--- src/rtl/maze_dfs_if.sv ---
// Maze RAM port and solution-path stream for the DFS maze engine.
// The master side is the engine; the slave side is the RAM plus the path consumer.
interface maze_dfs_if #(
    parameter int X_W = 4,
    parameter int Y_W = 4
);
    logic [X_W+Y_W-1:0] mem_addr;
    logic               mem_we;
    logic               mem_rdata;
    logic [1:0]         path_dir;
    logic               path_valid;
    logic               path_ready;
    logic               path_last;

    modport master (
        output mem_addr, mem_we, path_dir, path_valid, path_last,
        input  mem_rdata, path_ready
    );

    modport slave (
        input  mem_addr, mem_we, path_dir, path_valid, path_last,
        output mem_rdata, path_ready
    );
endinterface

--- src/rtl/maze_dfs_engine.sv ---
// Depth-first rat-in-maze solver with path stack and valid/ready path readout.
// Optional search cycle budget enabled by defining MAZE_TIMEOUT_EN.
module maze_dfs_engine #(
    parameter int X_W       = 4,
    parameter int Y_W       = 4,
    parameter int STK_DEPTH = 256,
    parameter int TIMEOUT   = 4096,
    localparam int SP_W     = $clog2(STK_DEPTH + 1)
) (
    input  logic            clk,
    input  logic            rst,
    input  logic            start,
    input  logic [X_W-1:0]  start_x,
    input  logic [Y_W-1:0]  start_y,
    input  logic [X_W-1:0]  goal_x,
    input  logic [Y_W-1:0]  goal_y,
    input  logic            run,
    output logic            busy,
    output logic            done,
    output logic            fail,
`ifdef MAZE_TIMEOUT_EN
    output logic            timeout,
`endif
    output logic [SP_W-1:0] path_len,
    maze_dfs_if.master      bus
);
    localparam int IDX_W = (STK_DEPTH > 1) ? $clog2(STK_DEPTH) : 1;

    typedef enum logic [3:0] {
        S_IDLE, S_ARM, S_MARK, S_PROBE, S_WAIT, S_EVAL,
        S_NEXT, S_MOVE, S_BACK, S_DONE, S_READ, S_FAIL
    } state_t;

    state_t          state_reg, state_next;
    logic [X_W-1:0]  x_reg, gx_reg, nx, bx;
    logic [Y_W-1:0]  y_reg, gy_reg, ny, by;
    logic [1:0]      dir_reg, top_dir;
    logic [SP_W-1:0] sp_reg, rd_idx_reg;
    logic            oob, at_goal, stk_full, rd_last;
    logic [1:0]      stack_mem [STK_DEPTH];

    assign at_goal  = (x_reg == gx_reg) && (y_reg == gy_reg);
    assign stk_full = (sp_reg == SP_W'(STK_DEPTH));
    assign rd_last  = (rd_idx_reg == sp_reg - SP_W'(1));
    assign top_dir  = stack_mem[IDX_W'(sp_reg - SP_W'(1))];

    // Neighbour in the current probe direction; also the step taken on MOVE.
    always_comb begin
        nx  = x_reg;
        ny  = y_reg;
        oob = 1'b0;
        case (dir_reg)
            2'd0:    begin oob = (y_reg == '0); ny = y_reg - Y_W'(1); end
            2'd1:    begin oob = (x_reg == '1); nx = x_reg + X_W'(1); end
            2'd2:    begin oob = (x_reg == '0); nx = x_reg - X_W'(1); end
            default: begin oob = (y_reg == '1); ny = y_reg + Y_W'(1); end
        endcase
    end

    // Undo of the step recorded on top of the stack.
    always_comb begin
        bx = x_reg;
        by = y_reg;
        case (top_dir)
            2'd0:    by = y_reg + Y_W'(1);
            2'd1:    bx = x_reg - X_W'(1);
            2'd2:    bx = x_reg + X_W'(1);
            default: by = y_reg - Y_W'(1);
        endcase
    end

`ifdef MAZE_TIMEOUT_EN
    localparam int CNT_W = $clog2(TIMEOUT + 1);
    logic [CNT_W-1:0] cnt_reg;
    logic             searching, to_hit, to_reg;

    assign searching = (state_reg inside {S_MARK, S_PROBE, S_WAIT, S_EVAL,
                                          S_NEXT, S_MOVE, S_BACK});
    assign to_hit    = searching && (cnt_reg == CNT_W'(TIMEOUT - 1));

    always_ff @(posedge clk) begin
        if (rst) begin
            cnt_reg <= '0;
            to_reg  <= 1'b0;
        end else begin
            to_reg <= to_hit;
            if (state_reg == S_ARM)
                cnt_reg <= '0;
            else if (searching)
                cnt_reg <= cnt_reg + CNT_W'(1);
        end
    end

    assign timeout = (state_reg == S_FAIL) && to_reg;
`endif

    always_ff @(posedge clk) begin
        if (rst) state_reg <= S_IDLE;
        else     state_reg <= state_next;
    end

    always_comb begin
        state_next = state_reg;
        case (state_reg)
            S_IDLE:  if (start) state_next = S_ARM;
            S_ARM:   if (!start) state_next = S_MARK;
            S_MARK:  state_next = at_goal ? S_DONE : S_PROBE;
            S_PROBE: state_next = oob ? S_NEXT : S_WAIT;
            S_WAIT:  state_next = S_EVAL;
            S_EVAL:  state_next = bus.mem_rdata ? S_NEXT : S_MOVE;
            S_NEXT:  state_next = (dir_reg == 2'd3) ? S_BACK : S_PROBE;
            S_MOVE:  state_next = stk_full ? S_FAIL : S_MARK;
            S_BACK:  state_next = (sp_reg == '0) ? S_FAIL : S_NEXT;
            S_DONE:  if (run) state_next = (sp_reg == '0) ? S_IDLE : S_READ;
            S_READ:  if (bus.path_ready && rd_last) state_next = S_IDLE;
            S_FAIL:  state_next = S_IDLE;
            default: state_next = S_IDLE;
        endcase
`ifdef MAZE_TIMEOUT_EN
        if (to_hit) state_next = S_FAIL;
`endif
    end

    always_ff @(posedge clk) begin
        if (rst) begin
            x_reg      <= '0;
            y_reg      <= '0;
            gx_reg     <= '0;
            gy_reg     <= '0;
            dir_reg    <= '0;
            sp_reg     <= '0;
            rd_idx_reg <= '0;
        end else begin
            case (state_reg)
                S_ARM: if (!start) begin
                    x_reg   <= start_x;
                    y_reg   <= start_y;
                    gx_reg  <= goal_x;
                    gy_reg  <= goal_y;
                    sp_reg  <= '0;
                    dir_reg <= '0;
                end
                S_NEXT: if (dir_reg != 2'd3) dir_reg <= dir_reg + 2'd1;
                S_MOVE: if (!stk_full) begin
                    x_reg   <= nx;
                    y_reg   <= ny;
                    dir_reg <= '0;
                    sp_reg  <= sp_reg + SP_W'(1);
                end
                // Resume probing after the direction we arrived by.
                S_BACK: if (sp_reg != '0) begin
                    x_reg   <= bx;
                    y_reg   <= by;
                    dir_reg <= top_dir;
                    sp_reg  <= sp_reg - SP_W'(1);
                end
                S_DONE: rd_idx_reg <= '0;
                S_READ: if (bus.path_ready) rd_idx_reg <= rd_idx_reg + SP_W'(1);
                default: ;
            endcase
        end
    end

    always_ff @(posedge clk) begin
        if (state_reg == S_MOVE && !stk_full)
            stack_mem[IDX_W'(sp_reg)] <= dir_reg;
    end

    always_comb begin
        busy           = !(state_reg inside {S_IDLE, S_DONE, S_FAIL});
        done           = (state_reg == S_DONE) || (state_reg == S_READ);
        fail           = (state_reg == S_FAIL);
        bus.mem_we     = 1'b0;
        bus.mem_addr   = '0;
        bus.path_valid = 1'b0;
        bus.path_last  = 1'b0;
        bus.path_dir   = 2'd0;
        case (state_reg)
            S_MARK: begin
                bus.mem_we   = 1'b1;
                bus.mem_addr = {y_reg, x_reg};
            end
            S_PROBE:        if (!oob) bus.mem_addr = {ny, nx};
            S_WAIT, S_EVAL: bus.mem_addr = {ny, nx};
            S_READ: begin
                bus.path_valid = 1'b1;
                bus.path_last  = rd_last;
                bus.path_dir   = stack_mem[IDX_W'(rd_idx_reg)];
            end
            default: ;
        endcase
    end

    assign path_len = sp_reg;
endmodule

--- src/flat_wrapper.sv ---
// flat-port wrapper written by rule: the top's interface ports become plain ports
module maze_dfs_engine_flat 
#(
    parameter int X_W       = 4,
    parameter int Y_W       = 4,
    parameter int STK_DEPTH = 256,
    parameter int TIMEOUT   = 4096,
    localparam int SP_W     = $clog2(STK_DEPTH + 1)
)
  (clk, rst, start, start_x, start_y, goal_x, goal_y, run, busy, done, fail, path_len, bus_mem_addr, bus_mem_we, bus_path_dir, bus_path_valid, bus_path_last, bus_mem_rdata, bus_path_ready);
  maze_dfs_if #(.X_W(X_W), .Y_W(Y_W)) bus_i ();
  input  logic clk;
  input  logic rst;
  input  logic start;
  input  logic [X_W-1:0] start_x;
  input  logic [Y_W-1:0] start_y;
  input  logic [X_W-1:0] goal_x;
  input  logic [Y_W-1:0] goal_y;
  input  logic run;
  output logic busy;
  output logic done;
  output logic fail;
  output logic [SP_W-1:0] path_len;
  output wire logic [$bits(bus_i.mem_addr)-1:0] bus_mem_addr;
  output wire logic [$bits(bus_i.mem_we)-1:0] bus_mem_we;
  output wire logic [$bits(bus_i.path_dir)-1:0] bus_path_dir;
  output wire logic [$bits(bus_i.path_valid)-1:0] bus_path_valid;
  output wire logic [$bits(bus_i.path_last)-1:0] bus_path_last;
  input wire logic [$bits(bus_i.mem_rdata)-1:0] bus_mem_rdata;
  input wire logic [$bits(bus_i.path_ready)-1:0] bus_path_ready;
  assign bus_mem_addr = bus_i.mem_addr;
  assign bus_mem_we = bus_i.mem_we;
  assign bus_path_dir = bus_i.path_dir;
  assign bus_path_valid = bus_i.path_valid;
  assign bus_path_last = bus_i.path_last;
  assign bus_i.mem_rdata = bus_mem_rdata;
  assign bus_i.path_ready = bus_path_ready;
  maze_dfs_engine #(.X_W(X_W), .Y_W(Y_W), .STK_DEPTH(STK_DEPTH), .TIMEOUT(TIMEOUT)) u_core (.clk(clk), .rst(rst), .start(start), .start_x(start_x), .start_y(start_y), .goal_x(goal_x), .goal_y(goal_y), .run(run), .busy(busy), .done(done), .fail(fail), .path_len(path_len), .bus(bus_i));
endmodule
--- config.mk ---
export PLATFORM = sky130hd
export DESIGN_NAME = maze_dfs_engine_flat
export DESIGN_NICKNAME = d
export VERILOG_FILES = /design/src/rtl/maze_dfs_if.sv /design/src/rtl/maze_dfs_engine.sv /design/src/flat_wrapper.sv
export SDC_FILE = /design/constraint.sdc
export NUM_CORES = 1
export LEC_CHECK = 0
export ABC_AREA = 0
export CAP_MARGIN = 15
export CORE_MARGIN = 10
export CORE_UTILIZATION = 50
export CTS_CLUSTER_SIZE = 10
export DETAILED_ROUTE_END_ITERATION = 16
export PLACE_DENSITY = 0.68
export SLEW_MARGIN = 20
export SYNTH_ARGS = -nofsm -noshare
export SYNTH_HDL_FRONTEND = slang
export SYNTH_SLANG_ARGS = --single-unit
export TNS_END_PERCENT = 5
--- constraint.sdc ---
create_clock -name clk -period 6.67 [get_ports clk]
set_clock_uncertainty 0.1 [all_clocks]
set_input_delay 1.334 -clock clk [delete_from_list [all_inputs] [get_ports clk]]
set_output_delay 1.334 -clock clk [all_outputs]
set_load 0.02 [all_outputs]
==> results of run 1 <==
==> cell type report <==
class	instances	area, um^2	share of cell area, %
clock inverters	7	67.6	0.212
clock buffers	95	1850	5.79
well taps	756	946	2.97
flip-flops and latches	560	16400	51.3
repair buffers	101	961	3.02
inverters	20	75.1	0.236
multi-input cells	1175	11600	36.4
==> kinds of logic after synthesis <==
kind of cell,count (synthesis)
buffers and inverters,181
DFF,560
muxes,339
adders and majority gates,18
and+or+nand+nor,612
xor gates and xnor gates,40
AOI/OAI and AO/OA,166
==> stage by stage <==
| step | hold WS (ps) | utilization, % | instance area [um^2] | total power (uW) |
|---|---|---|---|---|
| finish | 413 | 56.3 | 31900 | 12100 |
| global route | 450 | 56.3 | 31900 | 12600 |
| CTS | 421 | 56.3 | 31800 | 12100 |
| detailed placement | 408 | 52.9 | 29900 | 8810 |
| global placement | 399 | 52.9 | 29900 | 8740 |
| floorplan | 382 | - | 28700 | 7460 |
==> synth_stat cells (all sizes together) (12+ instances only) <==
| cell | count | share of area [%] |
|---|---|---|
| ha | 18 | 0.79 |
| edfxtp | 512 | 54 |
| and3 | 13 | 0.28 |
| mux2i | 40 | 1.4 |
| buf | 66 | 1.3 |
| inv | 20 | 0.26 |
| a32oi | 14 | 0.43 |
| nor2 | 336 | 4.4 |
| nand4 | 12 | 0.26 |
| o21ai | 24 | 0.42 |
| nor2b | 13 | 0.28 |
| xnor2 | 24 | 0.76 |
| a21oi | 37 | 0.66 |
| nand2 | 125 | 1.6 |
| nand3 | 54 | 0.94 |
| clkbuf | 95 | 1.2 |
| nor3 | 16 | 0.30 |
| xor2 | 16 | 0.52 |
| dfxtp | 48 | 3.4 |
| mux4 | 290 | 23 |
==> metal layers <==
layer | track usage, % | wire length [um] | part of all wire [%] | vias to the layer above
li1 | - | - | - | 7601
met1 | 32.4 | 30200 | 38 | 9626
met2 | 36.6 | 37300 | 46 | 1264
met3 | 6.17 | 9480 | 12 | 217
met4 | 10.7 | 3340 | 4.2 | 2
met5 | 0 | 13 | 0.016 | -
==> power groups by stage <==
stage               Sequential, uW  Combinational (uW)  Clock, uW
finish                        4630                4190       3310
global route                  4650                4470       3480
CTS                           4620                4130       3350
detailed placement            4690                4110          0
global placement              4680                4060          0
floorplan                     4750                2710          0
==> worst max-delay path: stages (launching register included) <==
cell             delay (ps)
dfxtp_4                 780
buf_4                   480
mux4_2                  390
mux4_2                  510
mux4_2                  520
mux4_2                  540
and2_1                  190
clkdlybuf4s50_1         540
==> how the worst max path moves through the flow <==
stage,start,depth (start not counted),slack (ps),endpoint
3_3_place_gp,register,7,1260,bus_path_dir[1]
4_1_cts,register,7,600,bus_path_dir[1]
2_1_floorplan,u_core.dir_reg[0],6,1310,bus_mem_addr[0]
5_1_grt,register,7,510,bus_path_dir[1]
6_report,register,7,600,bus_path_dir[1]
3_5_place_dp,register,8,1260,bus_path_dir[0]
==> impl_results.md, run 1 <==
- Worst rel slew slack: 31.0%
- HP Start: u_core.gx_reg[0]
- Routed Antenna Nets: 0
- Synth Area in XOR/XNOR: 1.27%
- Flop pwr share: 38.2%
- Reg2reg end: u_core.x_reg[3]
- Die Area: 67300 um^2
- Worst Hold Class: reg2reg
- Library cells used by synthesis: 80
- CTS Buffer Depth: 3
- Max reg flops: 512
- Setup WS post-layout: 602 ps
- R2R setup slack: 1230 ps
- Die height: 259 um
- Final net count: 1965
- Post-route minimum period: 6070 ps
- Chip width: 259 um
- Synth warn: 0
- Row count: 87
- Part of the Yosys area used for sequential elements: 57.0%
- WP data required: 5240 ps
- Clock sinks: 560
- Non-filler cells in the finished layout: 2714
- Compound-gate portion of the synthesized area: 4.28%
- Synth Net Count: 1956
- Detailed Route WL: 80300 um
- Pwr dens: 380 nW/um^2
- Worst slack at placement: 1260 ps
- DR pass1 iterations: 6
- Crit start category: register
- Initial Util: 50.6%
- Max Cap Viol: 0
- Final period util: 91.0%
- P_int: 7850 uW
- Grt total ovfl: 0
- Actual slew at the worst max-slew pin: 1030 ps
- Adder-cell share of the synthesized area: 0.786%
- Final-report setup violation count: 0
- Largest family of logic cells by synthesized area: multiplexers
- Root Buffer: clkbuf_16
- Cells after DPL: 2612
- Worst reg2reg path depth: 16
- Simple-gate share of the synthesized area: 9.18%
- Synth Area per Inst: 15.0 um^2
- CTS tree: done
- Synth-to-layout area growth: 11.2%
- Hold Crit Endpoint: u_core.gx_reg[0]
- Vias post-DR: 18700
- GPL Wtd Cong: 0.877
- N_diodes: 0
- Total Routing Usage GR: 24.1%
- Drt via density: 6.89
- Largest net degree at the start of global routing: 108
- Clock share of power: 27.3%
- CTS hold repair buffers: 0
- 1st-iter DRT viols: 2598
- RSZ-0062 raised after global routing: false
- EDFF count, synth: 512
- Worst skew pair latency: 610 ps
- Vias in the first global route: 18800
- DRC: 0
- Antenna violations before repair: 2
- Combinational share of power: 34.5%
- WL/cell: 29.6 um
- Leak: 0.00971 uW
- Most common cell after layout, fill and taps aside: edfxtp_1
- Netlist Area Pre-Place: 28700 um^2
- Num CTS Buffers: 67
- Postcts setup bufs: 0
- Final Slew Violations: 0
- H-tree lvl count: 3
- Setup TNS Final: 0 ps
- Hold Crit Depth: 2
- Fillers: 4387
- NetSw: 4270 uW
- Sw frac: 35.2%
- HPWL after DPL: 50600 um
- Dominant synthesized flop cell: edfxtp_1
- Arr. time, crit path: 4630 ps
- Share of post-route cells with drive strength above 1: 24.0%
- Status: completed
- Mux contribution to synthesized area: 24.6%
- Final Hold Vio Count: 0
- Crit Path Max Fanout: 42
- Post-synth ARST share: 0%
- Core ar.: 56600 um^2
- Worst R2R Start: u_core.path_len[1]
- Crit Path Class: reg2out
- Critical path endpoint category: primary output
- Clk slew on worst S/H paths: 50 ps
- Most frequent cells in the layout: edfxtp_1, nor2_1, mux4_2
- Num ports: 47
- Port bufs: 46
- Worst VDD drop: 309 uV
- Register bit total from synthesis: 560
- Maximum clock rate: 165 MHz
- CTS resizes: 0
- Cells after synthesis: 1916
- First-pass GRT wire length: 122000 um
Note: power is estimated with default switching activity, not from simulation.
==> inputs of run 2 (changes only) <==
CORE_UTILIZATION = 55   (was 50)
PLACE_DENSITY = 0.73   (was 0.68)
SKIP_LAST_GASP = 1   (was unset)
==> impl_results.md, run 2 (synthesized netlist as in run 1, its figures left out) <==
- Root Buffer: clkbuf_16
- Final Slew Violations: 0
- CTS Buffer Depth: 3
- First-pass GRT wire length: 118000 um
- Port bufs: 46
- H-tree lvl count: 3
- Detailed Route WL: 78800 um
- CTS tree: done
- Crit Path Class: reg2out
- Hold Crit Endpoint: u_core.gy_reg[1]
- Die Area: 61600 um^2
- DR pass1 iterations: 6
- Chip width: 248 um
- Worst skew pair latency: 620 ps
- Final period util: 92.3%
- R2R setup slack: 1180 ps
- HP Start: u_core.gy_reg[1]
- Vias in the first global route: 18400
- Drt via density: 7.03
- Leak: 0.00967 uW
- Worst rel slew slack: 22.1%
- Row count: 83
- Worst reg2reg path depth: 15
- Final Hold Vio Count: 0
- Maximum clock rate: 162 MHz
- Routed Antenna Nets: 0
- Actual slew at the worst max-slew pin: 1160 ps
- DRC: 0
- Pwr dens: 378 nW/um^2
- Max Cap Viol: 0
- Max reg flops: 512
- Num CTS Buffers: 67
- N_diodes: 0
- RSZ-0062 raised after global routing: false
- Final net count: 1959
- Placed Area: 29800 um^2
- Crit Path Max Fanout: 35
- Worst Hold Class: reg2reg
- Most frequent cells in the layout: edfxtp_1, nor2_1, mux4_2
- Crit start category: register
- Core ar.: 51400 um^2
- Largest net degree at the start of global routing: 103
- Vias post-DR: 18400
- HPWL after DPL: 49200 um
- Worst VDD drop: 332 uV
- Initial Util: 55.8%
- Reg2reg end: u_core.y_reg[2]
- WL/cell: 30.0 um
- Design Area, Final: 31700 um^2
- CTS hold repair buffers: 0
- Non-filler cells in the finished layout: 2622
- Synth-to-layout area growth: 10.5%
- Worst R2R Start: u_core.path_len[2]
- Clock sinks: 560
- Total Routing Usage GR: 25.8%
- GPL Wtd Cong: 0.883
- Setup TNS Final: 0 ps
- Die height: 248 um
- CTS resizes: 0
- Postcts setup bufs: 0
- Post-route minimum period: 6160 ps
- Total chip power: 12000 uW
- Status: completed
- Hold Crit Depth: 2
- Arr. time, crit path: 4720 ps
- Most common cell after layout, fill and taps aside: edfxtp_1
- 1st-iter DRT viols: 2601
- Cells after DPL: 2530
- Clk slew on worst S/H paths: 60 ps
- Share of post-route cells with drive strength above 1: 23.8%
- Final-report setup violation count: 0
- Antenna violations before repair: 1
- Grt total ovfl: 0
- Critical path endpoint category: primary output
- Num ports: 47
- WP data required: 5240 ps
-- run 2: changes by cell type in the layout (fill, tap and decap cells not counted), moves of 2 or more --
cell       before  now
buf_4          48   41
clkbuf_1       25   15
clkinv_8        1    3
clkbuf_16      70   68
-- run 2: worst max-delay path by stage --
stage | startpoint | end | slack, ps | cells past startpoint
5_1_grt | register | bus_path_dir[1] | 400 | 7
6_report | register | bus_path_dir[0] | 510 | 7
3_3_place_gp | register | bus_path_dir[1] | 1180 | 7
3_5_place_dp | register | bus_path_dir[1] | 1150 | 7
2_1_floorplan | u_core.dir_reg[0] | bus_mem_addr[0] | 1310 | 6
4_1_cts | register | bus_path_dir[1] | 510 | 7
-- run 2: through the flow --
step	utilization, %	hold WS, ps	setup WS (ps)
floorplan	-	382	1310
global placement	58.0	407	1180
detailed placement	58.0	414	1150
CTS	61.6	429	511
global route	61.6	448	395
finish	61.6	424	513
-- run 2: where the power goes --
group	total (uW)	internal [uW]	switching, uW
clock network	3210	1840	1360
logic	4130	1550	2590
registers	4640	4370	262
total	12000	7760	4210
-- run 2: cell type report --
class                   instances  area [um^2]
clock buffers                  83         1760
well taps                     680          851
inverters                      20         75.1
clock inverters                 9         85.1
repair buffers                 95          928
multi-input cells            1175        11600
fillers                      3708        19700
flip-flops and latches        560        16400
-- run 2: worst max-delay path, stage by stage (launching register included) --
cell	delay, ps
dfxtp_4	850
buf_4	330
mux4_2	520
mux4_2	530
mux4_2	560
mux4_2	540
and2_1	180
clkdlybuf4s50_1	530
-- run 2: layer usage --
layer  global-route usage [%]  wire (um)
met2                     39.4      36900
met5                        0          0
met3                     8.01       9580
met4                     12.0       3990
met1                     33.6      28300
==> inputs of run 3 (changes only) <==
==> constraint.sdc (replaced) <==
create_clock -name clk -period 6.67 [get_ports clk]
set_clock_uncertainty 0.1 [all_clocks]
set_input_delay 0.667 -clock clk [delete_from_list [all_inputs] [get_ports clk]]
set_output_delay 0.667 -clock clk [all_outputs]
set_load 0.02 [all_outputs]
==> impl_results.md, run 3 (synthesized netlist as in run 1, its figures left out) <==
- First-pass GRT wire length: 120000 um
- RSZ-0062 raised after global routing: false
- Drt via density: 7.11
- DR pass1 iterations: 7
- Max Cap Viol: 0
- Worst rel slew slack: 24.2%
- GR peak layer: met2
- Crit Path Max Fanout: 39
- Chip width: 248 um
- Met2 usage: 40.5%
- Pwr dens: 380 nW/um^2
- 1st-iter DRT viols: 2689
- Num CTS Buffers: 66
- Routed Antenna Nets: 0
- Initial Util: 55.8%
- Crit Path Class: reg2reg
- Grt total ovfl: 0
- Area occupied by multi-input gates: 11600 um^2
- Num ports: 47
- GPL Wtd Cong: 0.926
- Met3 Use GR: 6.19%
- Die Area: 61600 um^2
- Setup TNS Final: 0 ps
- Crit start category: register
- Met1 Track Usage GR: 35.3%
- Final-report setup violation count: 0
- HPWL after DPL: 49500 um
- Worst Hold Class: reg2reg
- CTS hold repair buffers: 0
- Antenna violations before repair: 1
- Vias post-DR: 18600
- Vias in the first global route: 18700
- CTS tree: done
- Slowest cell on the critical path: a2111oi_0
- Worst VDD drop: 224 uV
- Synth-to-layout area growth: 10.3%
- Reg area: 16400 um^2
- DRC: 0
- Critical path endpoint category: register
- Arr. time, crit path: 6250 ps
- Max reg flops: 512
- Most frequent cells in the layout: edfxtp_1, nor2_1, mux4_2
- Maximum clock rate: 171 MHz
- Post-route minimum period: 5850 ps
- Detailed Route WL: 80200 um
- Share of post-route cells with drive strength above 1: 23.5%
- N_diodes: 0
- Actual slew at the worst max-slew pin: 1140 ps
- Core ar.: 51400 um^2
- Most frequent cell on the critical path: inv_1
- Final Hold Vio Count: 0
- Clk slew on worst S/H paths: 60 ps
- Row count: 83
- Final net count: 1953
- Root Buffer: clkbuf_16
- Die height: 248 um
- Crit-path max cell delay: 890 ps
- Clock sinks: 560
- Most common cell after layout, fill and taps aside: edfxtp_1
- H-tree lvl count: 3
- Largest net degree at the start of global routing: 118
- Status: completed
- Final period util: 87.7%
- Postcts setup bufs: 0
- Hold WS: 425 ps
- WP data required: 7070 ps
- Fillers: 3761
- Final Slew Violations: 0
- Total Routing Usage GR: 26.3%
- CP delay by family, top: compound AO/OA/AOI/OAI gates
- CP cell instances: inv_1 > ha_4 > xor2_4 > buf_12 > nand2_1 > a32oi_1 > nand3_1 > a2111oi_0 > o21ai_0 > a21oi_2 > or2_2 > inv_1 > ha_1 > nor2_1 > o21ai_1 > o211ai_4 > mux2_4
- Port bufs: 46
- CTS resizes: 0
- WP buf/inv: 3
- WL/cell: 30.6 um
- Worst skew pair latency: 610 ps
- CTS Buffer Depth: 3
- Leak: 0.00964 uW
## run 3: cell types whose count changed in the layout (fill, tap and decap cells not counted), moves of 2 or more
cell       before  now
inv_6           2    0
clkbuf_1       15   18
clkbuf_16      68   70
buf_12          8    6
buf_4          41   37
clkinv_2        3    0
clkinv_8        3    1
## run 3: worst min-delay path, cell delays in order, from the launching register on
cell	delay, ps
dfxtp_1	350
mux2i_1	70
nor2_1	70
## run 3: worst paths after layout
kind / startpoint / to / slack [ps] / cells past startpoint
worst max-delay path: u_core.path_len[0] / u_core.x_reg[2] / 820 / 17
worst min-delay path: u_core.gx_reg[0] / u_core.gx_reg[0] / 430 / 2
worst max register to register: u_core.path_len[0] / u_core.x_reg[2] / 820 / 17
worst min register to register: u_core.gx_reg[0] / u_core.gx_reg[0] / 430 / 2
## run 3: where the power goes
group / switching (uW) / internal, uW / total [uW]
sequential: 240 / 4370 / 4610
combinational: 2650 / 1530 / 4180
clock: 1340 / 1890 / 3240
## run 3: final cells by class
cell class / instances / area share, %
tap: 680 / 2.69
timing repair buffer: 90 / 2.75
multi-input combinational: 1175 / 36.7
clock inverter: 2 / 0.0633
inverter: 20 / 0.237
sequential: 560 / 51.7
clock buffer: 89 / 5.80
## run 3: metal layers
layer,wire (um),vias to the layer above
met5,0,-
met4,3790,0
met3,9560,234
met2,37800,1317
met1,29000,9488
li1,-,7560
## run 3: through the flow
step	total power (uW)	instance area, um^2	setup WS [ps]	utilization (%)	std cells
global route	12500	31600	642	61.5	2616
floorplan	7530	28700	276	-	1916
detailed placement	8740	29700	995	57.9	2525
CTS	12000	31600	959	61.5	2616
finish	12000	31600	822	61.5	2616
global placement	8650	29700	1090	57.9	2525
